`src/rtl/ancho_ramp_ctrl.sv`:
```
// Soft-start/soft-stop ramp controller feeding the ancho PWM core speed and enable inputs.
// Latency: a speed step fires every STEP_CYCLES clocks while ramping; fault and reset take effect on the next edge.
// Backpressure: none; run/target_speed/fault are level inputs, so the controller simply tracks them.
//
// Ports:
//   clock          single clock, all state on its rising edge
//   reset          synchronous active-high reset, overrides everything
//   run            level request to drive the motor; 0 ramps down and stops
//   target_speed   requested 3-bit speed code, sampled every cycle
//   fault          level stop request, forces an immediate stop
//   speed          registered speed code to the PWM core
//   pwm_enable     registered PWM core enable
//   busy           high while ramping up or down
//   at_target      high while holding at the requested speed
//   fault_latched  high while stopped on a fault
module ancho_ramp_ctrl #(
    parameter int STEP_CYCLES = 256
) (
    input  logic       clock,
    input  logic       reset,
    input  logic       run,
    input  logic [2:0] target_speed,
    input  logic       fault,
    output logic [2:0] speed,
    output logic       pwm_enable,
    output logic       busy,
    output logic       at_target,
    output logic       fault_latched
);

    typedef enum logic [2:0] {
        IDLE,
        RAMP_UP,
        HOLD,
        RAMP_DOWN,
        FAULT
    } state_t;

    localparam logic [15:0] STEP_LAST = 16'(STEP_CYCLES - 1);

    state_t      state;
    logic [15:0] step_cnt;
    logic [2:0]  eff_target;
    logic        step;
    logic [2:0]  speed_inc;
    logic [2:0]  speed_dec;

    // Dropping run is treated as a request for speed zero, so stopping is just a ramp to 0.
    assign eff_target = run ? target_speed : 3'd0;
    assign step       = (step_cnt == STEP_LAST);

    // Only used when speed is strictly below/above eff_target, so neither can wrap.
    assign speed_inc  = speed + 3'd1;
    assign speed_dec  = speed - 3'd1;

    always_ff @(posedge clock) begin
        if (reset) begin
            state      <= IDLE;
            speed      <= 3'd0;
            pwm_enable <= 1'b0;
            step_cnt   <= 16'd0;
        end else if (fault) begin
            state      <= FAULT;
            speed      <= 3'd0;
            pwm_enable <= 1'b0;
            step_cnt   <= 16'd0;
        end else begin
            case (state)
                IDLE: begin
                    speed    <= 3'd0;
                    step_cnt <= 16'd0;
                    if (eff_target != 3'd0) begin
                        state      <= RAMP_UP;
                        pwm_enable <= 1'b1;
                    end else begin
                        pwm_enable <= 1'b0;
                    end
                end

                RAMP_UP: begin
                    // A lowered target reverses immediately, even on a step cycle.
                    if (eff_target < speed) begin
                        state    <= RAMP_DOWN;
                        step_cnt <= 16'd0;
                    end else if (eff_target == speed) begin
                        state    <= HOLD;
                        step_cnt <= 16'd0;
                    end else if (step) begin
                        speed    <= speed_inc;
                        step_cnt <= 16'd0;
                        if (speed_inc == eff_target) begin
                            state <= HOLD;
                        end
                    end else begin
                        step_cnt <= step_cnt + 16'd1;
                    end
                end

                HOLD: begin
                    step_cnt <= 16'd0;
                    if (eff_target > speed) begin
                        state <= RAMP_UP;
                    end else if (eff_target < speed) begin
                        state <= RAMP_DOWN;
                    end
                end

                RAMP_DOWN: begin
                    if (eff_target > speed) begin
                        state    <= RAMP_UP;
                        step_cnt <= 16'd0;
                    end else if (eff_target == speed) begin
                        step_cnt <= 16'd0;
                        if (eff_target == 3'd0) begin
                            state      <= IDLE;
                            pwm_enable <= 1'b0;
                        end else begin
                            state <= HOLD;
                        end
                    end else if (step) begin
                        speed    <= speed_dec;
                        step_cnt <= 16'd0;
                        // Reaching zero drops the enable on the same edge as the last step.
                        if (speed_dec == eff_target) begin
                            if (eff_target == 3'd0) begin
                                state      <= IDLE;
                                pwm_enable <= 1'b0;
                            end else begin
                                state <= HOLD;
                            end
                        end
                    end else begin
                        step_cnt <= step_cnt + 16'd1;
                    end
                end

                FAULT: begin
                    speed      <= 3'd0;
                    pwm_enable <= 1'b0;
                    step_cnt   <= 16'd0;
                    // fault is already low here; run must also drop before restarting.
                    if (!run) begin
                        state <= IDLE;
                    end
                end

                default: begin
                    state      <= IDLE;
                    speed      <= 3'd0;
                    pwm_enable <= 1'b0;
                    step_cnt   <= 16'd0;
                end
            endcase
        end
    end

    assign busy          = (state == RAMP_UP) || (state == RAMP_DOWN);
    assign at_target     = (state == HOLD);
    assign fault_latched = (state == FAULT);

endmodule

```
`config.mk`:
```
export PLATFORM = sky130hd
export DESIGN_NAME = ancho_ramp_ctrl
export DESIGN_NICKNAME = d
export VERILOG_FILES = /design/src/rtl/ancho_ramp_ctrl.sv
export SDC_FILE = /design/constraint.sdc
export NUM_CORES = 1
export LEC_CHECK = 0
export BUFFER_PORTS_ARGS = -buffer_cell sky130_fd_sc_hd__buf_2
export CORE_MARGIN = 2
export CORE_UTILIZATION = 58
export DETAILED_ROUTE_END_ITERATION = 8
export PLACE_DENSITY = 0.78
export SYNTH_ARGS = -nofsm -noshare
export SYNTH_HDL_FRONTEND = slang
export SYNTH_SLANG_ARGS = --single-unit
```
`constraint.sdc`:
```
create_clock -name clock -period 4 [get_ports clock]
set_input_delay 0.6 -clock clock [delete_from_list [all_inputs] [get_ports clock]]
set_output_delay 0.6 -clock clock [all_outputs]
set_load 0.1 [all_outputs]
```
Word-level counts from Yosys, hierarchy flattened. Index checks and enable logic that the tools add are counted.

Register bits after elaboration: 23. Output and inout bits: 7. Word-level logic and storage cells: 87. Input bits: 7.

$add $sub $neg: 3. Equality and inequality tests: 30. $lt $le $gt $ge: 2. Reduce and logical (&&, ||, !) cells: 10. Multiplexer cells: 35. Bitwise gates (word level): 2.

Operator list (number): 16-bit two-way mux (4); 3-bit two-way mux (20); 16-bit one-hot mux with 2 select lines (1); 7-bit AND reduction (3); 5-bit inequality test (second input constant) (4); 16-bit by 1-bit adder with 16-bit output (second input constant) (1); 16-bit by 8-bit == test with 1-bit output (second input constant) (1); 2-bit inequality test (second input constant) (8); 4-bit inequality test (second input constant) (4); 3-bit one-hot mux with 5 select lines (1); 3-bit inequality test (second input constant) (4); 3-bit == test (3); 3-bit one-hot mux with 3 select lines (1); 3-bit by 2-bit == test with 1-bit output (second input constant) (2); 3-bit zero test (2); 1-bit two-way mux (6); 4-bit by 2-bit inequality test with 1-bit output (second input constant) (1); 4-bit AND reduction (1); 2-bit OR reduction (2); 3-bit by 1-bit adder with 3-bit output (second input constant) (1); 3-bit by 1-bit == test with 1-bit output (second input constant) (1); 3-bit == test (second input constant) (1); 3-bit greater-than comparator (1); 3-bit less-than comparator (1); other kinds (7) (8).

Logic depth before layout (Yosys ltp). Gate-level depths: netlist of the first run.

Word-level depth: 9. Mapped depth: 9. Mapped depth without buffers: 8.

Worst setup path before layout of the first run. OpenSTA, ideal clock, no wires.

Path type: flip-flop to output port. Start point: register state[1]. End point: output port at_target. Data required time: 3.400 ns. Arrival: 2.830 ns. Stages on the path, launching flop included: 4. Path buffers: 1. Setup slack: 0.570 ns. Cell sequence: dfxtp_1 buf_1 inv_1 nor3_1.

Cells in the longest elaborated chain, start to end: 1.

Ends and longest elaborated chain: start: declaration (RTL line 41) `state_t state;`; start signal: assignment (RTL line 58) `state <= IDLE;`; start signal: assignment (RTL line 63) `state <= FAULT;`; start signal: assignment (RTL line 73) `state <= RAMP_UP;`; 3-bit by 2-bit == test with 1-bit output (RTL line 158) `assign at_target = (state == HOLD);`; end: declaration (RTL line 27) `output logic at_target,`.

No other way between the ends.

Final worst setup path of the first run.
Start point: input port run. End point: register speed[1].

Cells in the longest elaborated chain, start to end: 4. Elaborated cells on any way between the ends: 9. Classes of those cells: 2 x order compare; 5 x eq/ne; 1 x mux; 1 x reduce/logical.

Ends and longest elaborated chain: start: declaration (RTL line 21) `input logic run,`; 3-bit two-way mux * (RTL line 49) `assign eff_target = run ? target_speed : 3'd0;`; 3-bit less-than comparator, or another cell as far along (RTL line 82) `if (eff_target < speed) begin`; 2-bit inequality test (no line); 7-bit AND reduction (no line) *; end signal: assignment (RTL line 89) `speed <= speed_inc;`; end signal: assignment (RTL line 121) `speed <= speed_dec;`; end: declaration (RTL line 24) `output logic [2:0] speed,`.

Mark *: on every way between the ends. The rest lies on a longest branch, timed or not. A chain may end at the register's enable or synchronous reset.

==> results of run 1 <==
[critical path: stages]
cell	delay (ns)
buf_2	0.17
and2_1	0.17
ha_1	0.35
and4b_4	0.22
a2111oi_4	0.54
mux2i_1	0.35
a211oi_4	0.12
or3_2	0.47
a21oi_1	0.21
[logic make-up after synthesis]
| logic type | count (synthesis) | share of synthesized area |
|---|---|---|
| simple gates | 83 | 0.303 |
| compound gates | 25 | 0.145 |
| flops | 23 | 0.320 |
| xor+xnor | 19 | 0.116 |
| buf+inv | 13 | 0.0435 |
| fa+ha+maj | 5 | 0.0435 |
| mux | 4 | 0.0287 |
[cells in the mapped netlist, drive strengths merged, types with 3 or more instances]
cell,count,area share
ha,5,0.043
mux2i,3,0.021
dfxtp,23,0.32
and2,5,0.022
buf,5,0.023
nor2,28,0.075
nand3,8,0.028
nor3,3,0.014
xnor2,7,0.043
a21oi,5,0.017
xor2,12,0.073
nand4,7,0.030
nand2,14,0.037
inv,6,0.016
o21ai,5,0.017
and3,3,0.013
[layer usage]
metal / vias up / global-route usage / wire length (microns)
li1: 635 / - / -
met1: 561 / 0.310 / 1430
met2: 27 / 0.335 / 1260
met3: 6 / 0.0417 / 123
met4: 0 / 0.0641 / 48
met5: - / 0 / 0
[flip-flops by register name, summed over array words and instances, names as in the netlist]
name,flops
pwm_enable,1
speed,3
step_cnt,16
state,3
[how the worst min path moves through the flow]
stage	to	startpoint
after floorplan	step_cnt[0]	step_cnt[0]
after global placement	step_cnt[0]	step_cnt[0]
after detailed placement	step_cnt[0]	step_cnt[0]
after CTS	state[2]	reset
after global routing	state[2]	reset
final	state[2]	reset
[area by class of cell]
class	count	area, sq um	share of cell area
Multi-Input combinational cell	136	916	0.599
Sequential cell	23	460	0.301
Timing Repair Buffer	13	65.1	0.0426
Tap cell	30	37.5	0.0245
Clock buffer	3	22.5	0.0147
Inverter	6	22.5	0.0147
Clock inverter	1	5.00	0.00327
[power groups by stage]
stage          registers, mW  logic [mW]  clock network, mW
6_report               0.237      0.0696              0.104
4_1_cts                0.237      0.0692              0.109
3_5_place_dp           0.242      0.0692                  0
2_1_floorplan          0.243      0.0563                  0
3_3_place_gp           0.242      0.0675                  0
5_1_grt                0.238      0.0752              0.116
==> impl_metrics.json, run 1 <==
{
  "ant_nets": 0,
  "critPathCapture": "speed[1]",
  "track_usage": 0.219,
  "finalHoldViolCount": 0,
  "portBuffers": 13,
  "drtIter0Drc": 20,
  "postCtsSetupRepairBufs": 0,
  "path_clk_slew_ns": 0.12,
  "ff2ff_path_depth": 8,
  "crit_start": "run",
  "die_area_sq_um": 2890,
  "postSynthCellCount": 172,
  "final_common_cell": "nor2_1",
  "hpwl_microns": 2200,
  "finalNonFillerCells": 212,
  "first_pass_iters": 4,
  "final_cell_mix": "nor2_1, dfxtp_1, nand2_1",
  "final_nets": 195,
  "rows": 18,
  "antenna_found_initial": 0,
  "synthFlopType": "dfxtp_1",
  "intPower_uw": 292,
  "clkPwrFrac": 0.253,
  "ir_drop_v": 0.000242,
  "root_buffer": "clkbuf_4",
  "ctsHtreeMaxLevel": 1,
  "placed_area_sq_um": 1500,
  "area_growth_pct": 6.26,
  "leakagePower_nw": 0.546,
  "setup_slack_ns": 1.03,
  "fill_cells": 208,
  "critPathKind": "primary input to flip-flop",
  "r2r_slack_ns": 1.06,
  "fp.coreArea_sq_um": 2410,
  "dp.cells": 208,
  "hold_ws_ns": 0.467,
  "avgViaCountPerCell": 5.80,
  "ctsLongestPathBuffers": 2,
  "cap_viol_max_count": 0,
  "syn_avg_cell_area_sq_um": 8.37,
  "place_congestion": 0.912,
  "grt_pass1_wl_microns": 4770,
  "swShare": 0.288,
  "seq_area_frac_synth": 0.320,
  "ios": 14,
  "grt_start_max_net_pins": 17,
  "synth_cell_types": 48,
  "status": "complete, no violations",
  "yosysWarnings": 0,
  "wl_microns": 2870,
  "p_total_uw": 410,
  "clock-sinks": 23,
  "min_period_ns": 2.97,
  "die_h_microns": 53.8,
  "seqPwrFrac": 0.577,
  "die_x_microns": 53.8,
  "post_cts_resized": 0,
  "route.detailed.drc": 0,
  "pwr-share-comb": 0.170,
  "syn_area_sq_um": 1440,
  "dr_total_vias": 1229,
  "antenna_cells": 0,
  "synth_edf_count": 0,
  "cts_tree": "built",
  "initial_core_util": 0.597,
  "overflow": 0,
  "cp.arrival_ns": 3.20,
  "path_max_fanout": 13,
  "wl_per_cell_microns": 13.5,
  "numCtsBuffers": 3,
  "min_path_type": "primary input to flip-flop",
  "worst-slew-pin-transition_ns": 0.641,
  "tns_ns": 0,
  "required_ns": 4.23,
  "drive_above_1_share": 0.154,
  "max_freq_ghz": 0.337,
  "setup_viol_count_final": 0,
  "ys_ff_latch": 23,
  "p_switching_uw": 118,
  "slew_headroom": 0.571,
  "ctsHoldBuffers": 0,
  "maxSlewViolCount": 0,
  "whs_path_depth": 2,
  "async_reset_ff_frac": 0,
  "grt_pass1_vias": 1105,
  "dp_slack_ns": 0.773,
  "design_area_sq_um": 1530,
  "r2r-end": "speed[1]",
  "setup.worst_path.start_class": "primary input",
  "fin_util": 0.634,
  "rsz0062_at_grt": "no",
  "clk_latency_ns": 0.30,
  "critPathCaptureType": "flip-flop",
  "power_density_nw_per_um2": 268,
  "skew_ns": 0.00428,
  "timing.final.crit_share": 0.742,
  "synth_fp_nets": 184,
  "worstReg2RegStart": "speed[2]"
}
Note: power is estimated with default switching activity, not from simulation.
==> run 2: changes to the inputs <==
Settings changed: CORE_UTILIZATION 58 to 52, PLACE_DENSITY 0.78 to 0.74.
Clock period 4 ns to 2.4 ns, I/O delays scaled along.
==> impl_metrics.json, run 2 (synthesis results as in run 1) <==
{
  "status": "complete, no violations",
  "grt_pass1_wl_microns": 5110,
  "root_buffer": "clkbuf_4",
  "cts_tree": "built",
  "first_pass_iters": 4,
  "dp.cells": 217,
  "path_clk_slew_ns": 0.13,
  "drive_above_1_share": 0.247,
  "r2r_slack_ns": 0.11,
  "track_usage": 0.200,
  "seq_area_sq_um": 472,
  "cp.arrival_ns": 2.52,
  "portBuffers": 13,
  "min_period_ns": 2.29,
  "worstReg2RegStart": "speed[2]",
  "ant_nets": 0,
  "postCtsSetupRepairBufs": 0,
  "finalNonFillerCells": 221,
  "wl_microns": 2990,
  "clock-sinks": 23,
  "pwr-share-comb": 0.189,
  "swShare": 0.289,
  "ios": 14,
  "antenna_found_initial": 0,
  "ctsHoldBuffers": 0,
  "ctsLongestPathBuffers": 2,
  "ctsHtreeMaxLevel": 1,
  "die_x_microns": 56.6,
  "min_path_type": "primary input to flip-flop",
  "grt_start_max_net_pins": 17,
  "final_common_cell": "nor2_1",
  "critPathKind": "flip-flop to flip-flop",
  "timing.final.crit_share": 0.952,
  "setup.worst_path.start_class": "flip-flop",
  "regMostFlops": "step_cnt",
  "fill_cells": 230,
  "top_regs": "step_cnt (16), speed (3), state (3)",
  "intPower_uw": 497,
  "die_area_sq_um": 3200,
  "seqPwrFrac": 0.562,
  "finalHoldViolCount": 0,
  "overflow": 0,
  "numCtsBuffers": 3,
  "route.detailed.drc": 0,
  "fp.coreArea_sq_um": 2690,
  "dr_total_vias": 1276,
  "initial_core_util": 0.536,
  "grt_pass1_vias": 1164,
  "holdCritStartpoint": "reset",
  "final_cell_mix": "nor2_1, dfxtp_1, nand2_1",
  "final_nets": 203,
  "drtIter0Drc": 76,
  "worst-slew-pin-transition_ns": 0.491,
  "die_h_microns": 56.6,
  "required_ns": 2.63,
  "setup_viol_count_final": 0,
  "path_max_fanout": 4,
  "p_switching_uw": 202,
  "hpwl_microns": 2330,
  "r2r-end": "speed[1]",
  "min_to": "state[2]",
  "clkPwrFrac": 0.249,
  "rows": 19,
  "placed_area_sq_um": 1610,
  "avgViaCountPerCell": 5.77,
  "rsz0062_at_grt": "no",
  "area_growth_pct": 15.0,
  "ir_drop_v": 0.000409,
  "largest_register_ff_count": 16,
  "multi_input_area_sq_um": 970,
  "max_freq_ghz": 0.438,
  "place_congestion": 0.826,
  "whs_path_depth": 2,
  "wl_per_cell_microns": 13.5,
  "antenna_cells": 0,
  "cap_viol_max_count": 0,
  "post_cts_resized": 0,
  "maxSlewViolCount": 0,
  "ff2ff_path_depth": 8,
  "power_density_nw_per_um2": 422,
  "design_area_sq_um": 1660,
  "clk_latency_ns": 0.31,
  "skew_ns": 0.00922,
  "critPathCaptureType": "flip-flop",
  "slew_headroom": 0.672,
  "leakagePower_nw": 0.600
}
## run 2: cell types whose count changed in the layout (fill, tap and decap cells not counted), moves of 2 or more
cell	before	now
buf_4	0	8
dfxtp_1	23	20
dfxtp_4	0	3
ha_1	5	3
ha_4	0	2
## run 2: area by class of cell
type | count | area share
Clock inverter | 1 | 0.00302
Inverter | 6 | 0.0136
Timing Repair Buffer | 21 | 0.0756
Sequential cell | 23 | 0.285
Multi-Input combinational cell | 136 | 0.586
Tap cell | 31 | 0.0234
Clock buffer | 3 | 0.0136
## run 2: power by group through the flow
stage                     clock [mW]  combinational [mW]  sequential, mW
after floorplan                    0              0.0998           0.401
after global placement             0               0.127           0.400
after detailed placement           0               0.130           0.401
after CTS                      0.184               0.130           0.392
after global routing           0.200               0.143           0.394
final                          0.174               0.132           0.392
## run 2: critical path, stage by stage, from the launching register on
cell and delay (ns):
dfxtp_4 0.37, inv_2 0.04, ha_4 0.23, and4b_1 0.20
a2111oi_4 0.36, mux2i_1 0.31, a211oi_4 0.11, or3_2 0.46
a21oi_1 0.15
## run 2: worst max path at each step
stage,start,endpoint,slack [ns]
6_report,speed[2],speed[1],0.11
3_5_place_dp,run,speed[1],-0.15
4_1_cts,speed[1],state[0],0.05
5_1_grt,speed[2],speed[1],0.01
2_1_floorplan,run,speed[1],-0.23
3_3_place_gp,run,speed[1],-0.11
## run 2: per-layer routing
layer	share of wire	global-route usage	vias to the layer above
met4	0.0060	0.0612	0
met1	0.44	0.247	604
met5	0	0	-
li1	-	-	648
met2	0.51	0.354	22
met3	0.040	0.0300	2
## run 2: through the flow
step | hold WS (ns) | TNS (ns) | power, mW | util | setup WS [ns]
global route | 0.198 | 0 | 0.737 | 0.616 | 0.0105
global placement | 0.460 | -0.113 | 0.527 | 0.601 | -0.112
detailed placement | 0.470 | -0.193 | 0.531 | 0.601 | -0.150
floorplan | 0.432 | -0.363 | 0.501 | - | -0.234
CTS | 0.203 | 0 | 0.707 | 0.611 | 0.0475
finish | 0.213 | 0 | 0.699 | 0.616 | 0.114
==> run 3: changes to the inputs <==
Settings changed: ABC_AREA set to 1, CORE_UTILIZATION 52 to 53, PLACE_DENSITY 0.74 to 0.75.
==> impl_metrics.json, run 3 <==
{
  "syn_area_sq_um": 1530,
  "yosysWarnings": 0,
  "path_max_fanout": 12,
  "tns_ns": 0,
  "required_ns": 2.63,
  "crit_start": "speed[2]",
  "cp.depth": 11,
  "track_usage": 0.193,
  "fill_cells": 249,
  "dr_total_vias": 1420,
  "setup.worst_path.start_class": "flip-flop",
  "synth_fp_nets": 251,
  "portBuffers": 13,
  "synth_cell_types": 28,
  "final_cell_mix": "nand2_1, inv_1, nor2_1",
  "setup_viol_count_final": 0,
  "antenna_found_initial": 0,
  "die_area_sq_um": 3340,
  "worstPathCellList": "inv_1, ha_1, nand4_1, nand2_1, inv_1, nand2_4, nand2_2, inv_2, o22ai_4, nand2_4, nor3_1",
  "final_nets": 269,
  "largest_register_ff_count": 16,
  "yosysTopAreaCell": "dfxtp_1",
  "setup_slack_ns": 0.452,
  "r2r-end": "step_cnt[5]",
  "r2r_slack_ns": 0.45,
  "synth_edf_count": 0,
  "hpwl_microns": 2300,
  "status": "complete, no violations",
  "ctsHoldBuffers": 0,
  "ctsLongestPathBuffers": 2,
  "worstReg2RegStart": "speed[2]",
  "ant_nets": 0,
  "critPathKind": "flip-flop to flip-flop",
  "whs_path_depth": 2,
  "postCtsSetupRepairBufs": 0,
  "die_x_microns": 57.8,
  "synth_top_area_share": 0.300,
  "ys_top_cells_by_count": "nand2_1, nor2_1, inv_1",
  "critical_path.max_stage_delay_ns": 0.41,
  "cp_slowest_cell": "dfxtp_2",
  "critPathCaptureType": "flip-flop",
  "cts_tree": "built",
  "path_clk_slew_ns": 0.13,
  "async_reset_ff_frac": 0,
  "cap_viol_max_count": 0,
  "root_buffer": "clkbuf_4",
  "grt_start_max_net_pins": 14,
  "clk_latency_ns": 0.31,
  "wl_microns": 2960,
  "overflow": 0,
  "timing.final.crit_share": 0.812,
  "min_period_ns": 1.95,
  "fp.coreArea_sq_um": 2760,
  "first_pass_iters": 4,
  "drtIter0Drc": 51,
  "rsz0062_at_grt": "no",
  "drive_above_1_share": 0.199,
  "placed_area_sq_um": 1640,
  "rows": 19,
  "crit_family": "simple AND/OR/NAND/NOR gates",
  "seq_area_frac_synth": 0.300,
  "yosysMostFrequentCell": "nand2_1",
  "ys_ff_latch": 23,
  "avgViaCountPerCell": 4.95,
  "regMostFlops": "step_cnt",
  "grt_pass1_vias": 1281,
  "area_growth_pct": 9.06,
  "cp.arrival_ns": 2.18,
  "critPathCapture": "step_cnt[5]",
  "synth_area_leaders": "dfxtp_1, nand2_1, nor2_1, inv_1, nand3_1",
  "design_area_sq_um": 1670,
  "synthFlopType": "dfxtp_1",
  "antenna_cells": 0,
  "min_path_type": "primary input to flip-flop",
  "die_h_microns": 57.8,
  "top_regs": "step_cnt (16), speed (3), state (3)",
  "worst-slew-pin-transition_ns": 0.484,
  "grt_pass1_wl_microns": 5060,
  "postSynthCellCount": 239,
  "max_freq_ghz": 0.513,
  "ctsHtreeMaxLevel": 1,
  "numCtsBuffers": 3,
  "finalHoldViolCount": 0,
  "path_buf_inv": 3,
  "syn_avg_cell_area_sq_um": 6.41,
  "maxSlewViolCount": 0,
  "initial_core_util": 0.556,
  "skew_ns": 0.00962,
  "ff2ff_path_depth": 11,
  "post_cts_resized": 0,
  "dp_slack_ns": 0.271,
  "place_congestion": 0.943,
  "clock-sinks": 23,
  "slew_headroom": 0.680,
  "power_density_nw_per_um2": 497,
  "leakagePower_nw": 0.825,
  "final_common_cell": "nand2_1",
  "route.detailed.drc": 0,
  "wl_per_cell_microns": 10.3,
  "ir_drop_v": 0.000362,
  "ios": 14
}
-- run 3: how the worst min path moves through the flow --
stage	from	to	slack, ns
detailed placement	step_cnt[0]	step_cnt[0]	0.45
floorplan	step_cnt[0]	step_cnt[0]	0.43
finish	reset	state[2]	0.19
CTS	reset	state[2]	0.18
global placement	step_cnt[0]	step_cnt[0]	0.44
global route	reset	state[2]	0.18
-- run 3: cell families after synthesis --
family                     share of synthesized area
and+or+nand+nor                                0.459
buffers and inverters                          0.103
DFF                                            0.300
AOI/OAI and AO/OA                             0.0629
xor gates and xnor gates                      0.0343
adders and majority gates                     0.0408
-- run 3: layout make-up --
cell class	count	area, sq um	share of cell area
Multi-Input combinational cell	176	925	0.553
Sequential cell	23	462	0.276
Inverter	39	146	0.0876
Timing Repair Buffer	14	72.6	0.0434
Tap cell	31	38.8	0.0232
Clock buffer	3	22.5	0.0135
Clock inverter	1	5.00	0.00299
-- run 3: power by group --
group          internal (mW)  total, mW  leakage [nW]  switching (mW)
combinational         0.0684      0.247         0.621           0.179
sequential             0.391      0.402         0.186          0.0108
clock                 0.0623      0.182        0.0177           0.119
-- run 3: through the flow --
| stage | utilization | std cells | total power, mW | hold slack [ns] |
|---|---|---|---|---|
| floorplan | - | 239 | 0.614 | 0.427 |
| global placement | 0.596 | 283 | 0.656 | 0.443 |
| detailed placement | 0.596 | 283 | 0.657 | 0.449 |
| CTS | 0.606 | 287 | 0.843 | 0.180 |
| global route | 0.606 | 287 | 0.881 | 0.180 |
| finish | 0.606 | 287 | 0.830 | 0.193 |
-- run 3: routing by layer --
layer | track usage | up-vias | share of wire
met5 | 0 | - | 0
met4 | 0.0498 | 0 | 0.010
met3 | 0.0335 | 4 | 0.033
met2 | 0.346 | 29 | 0.48
met1 | 0.238 | 604 | 0.48
li1 | - | 783 | -
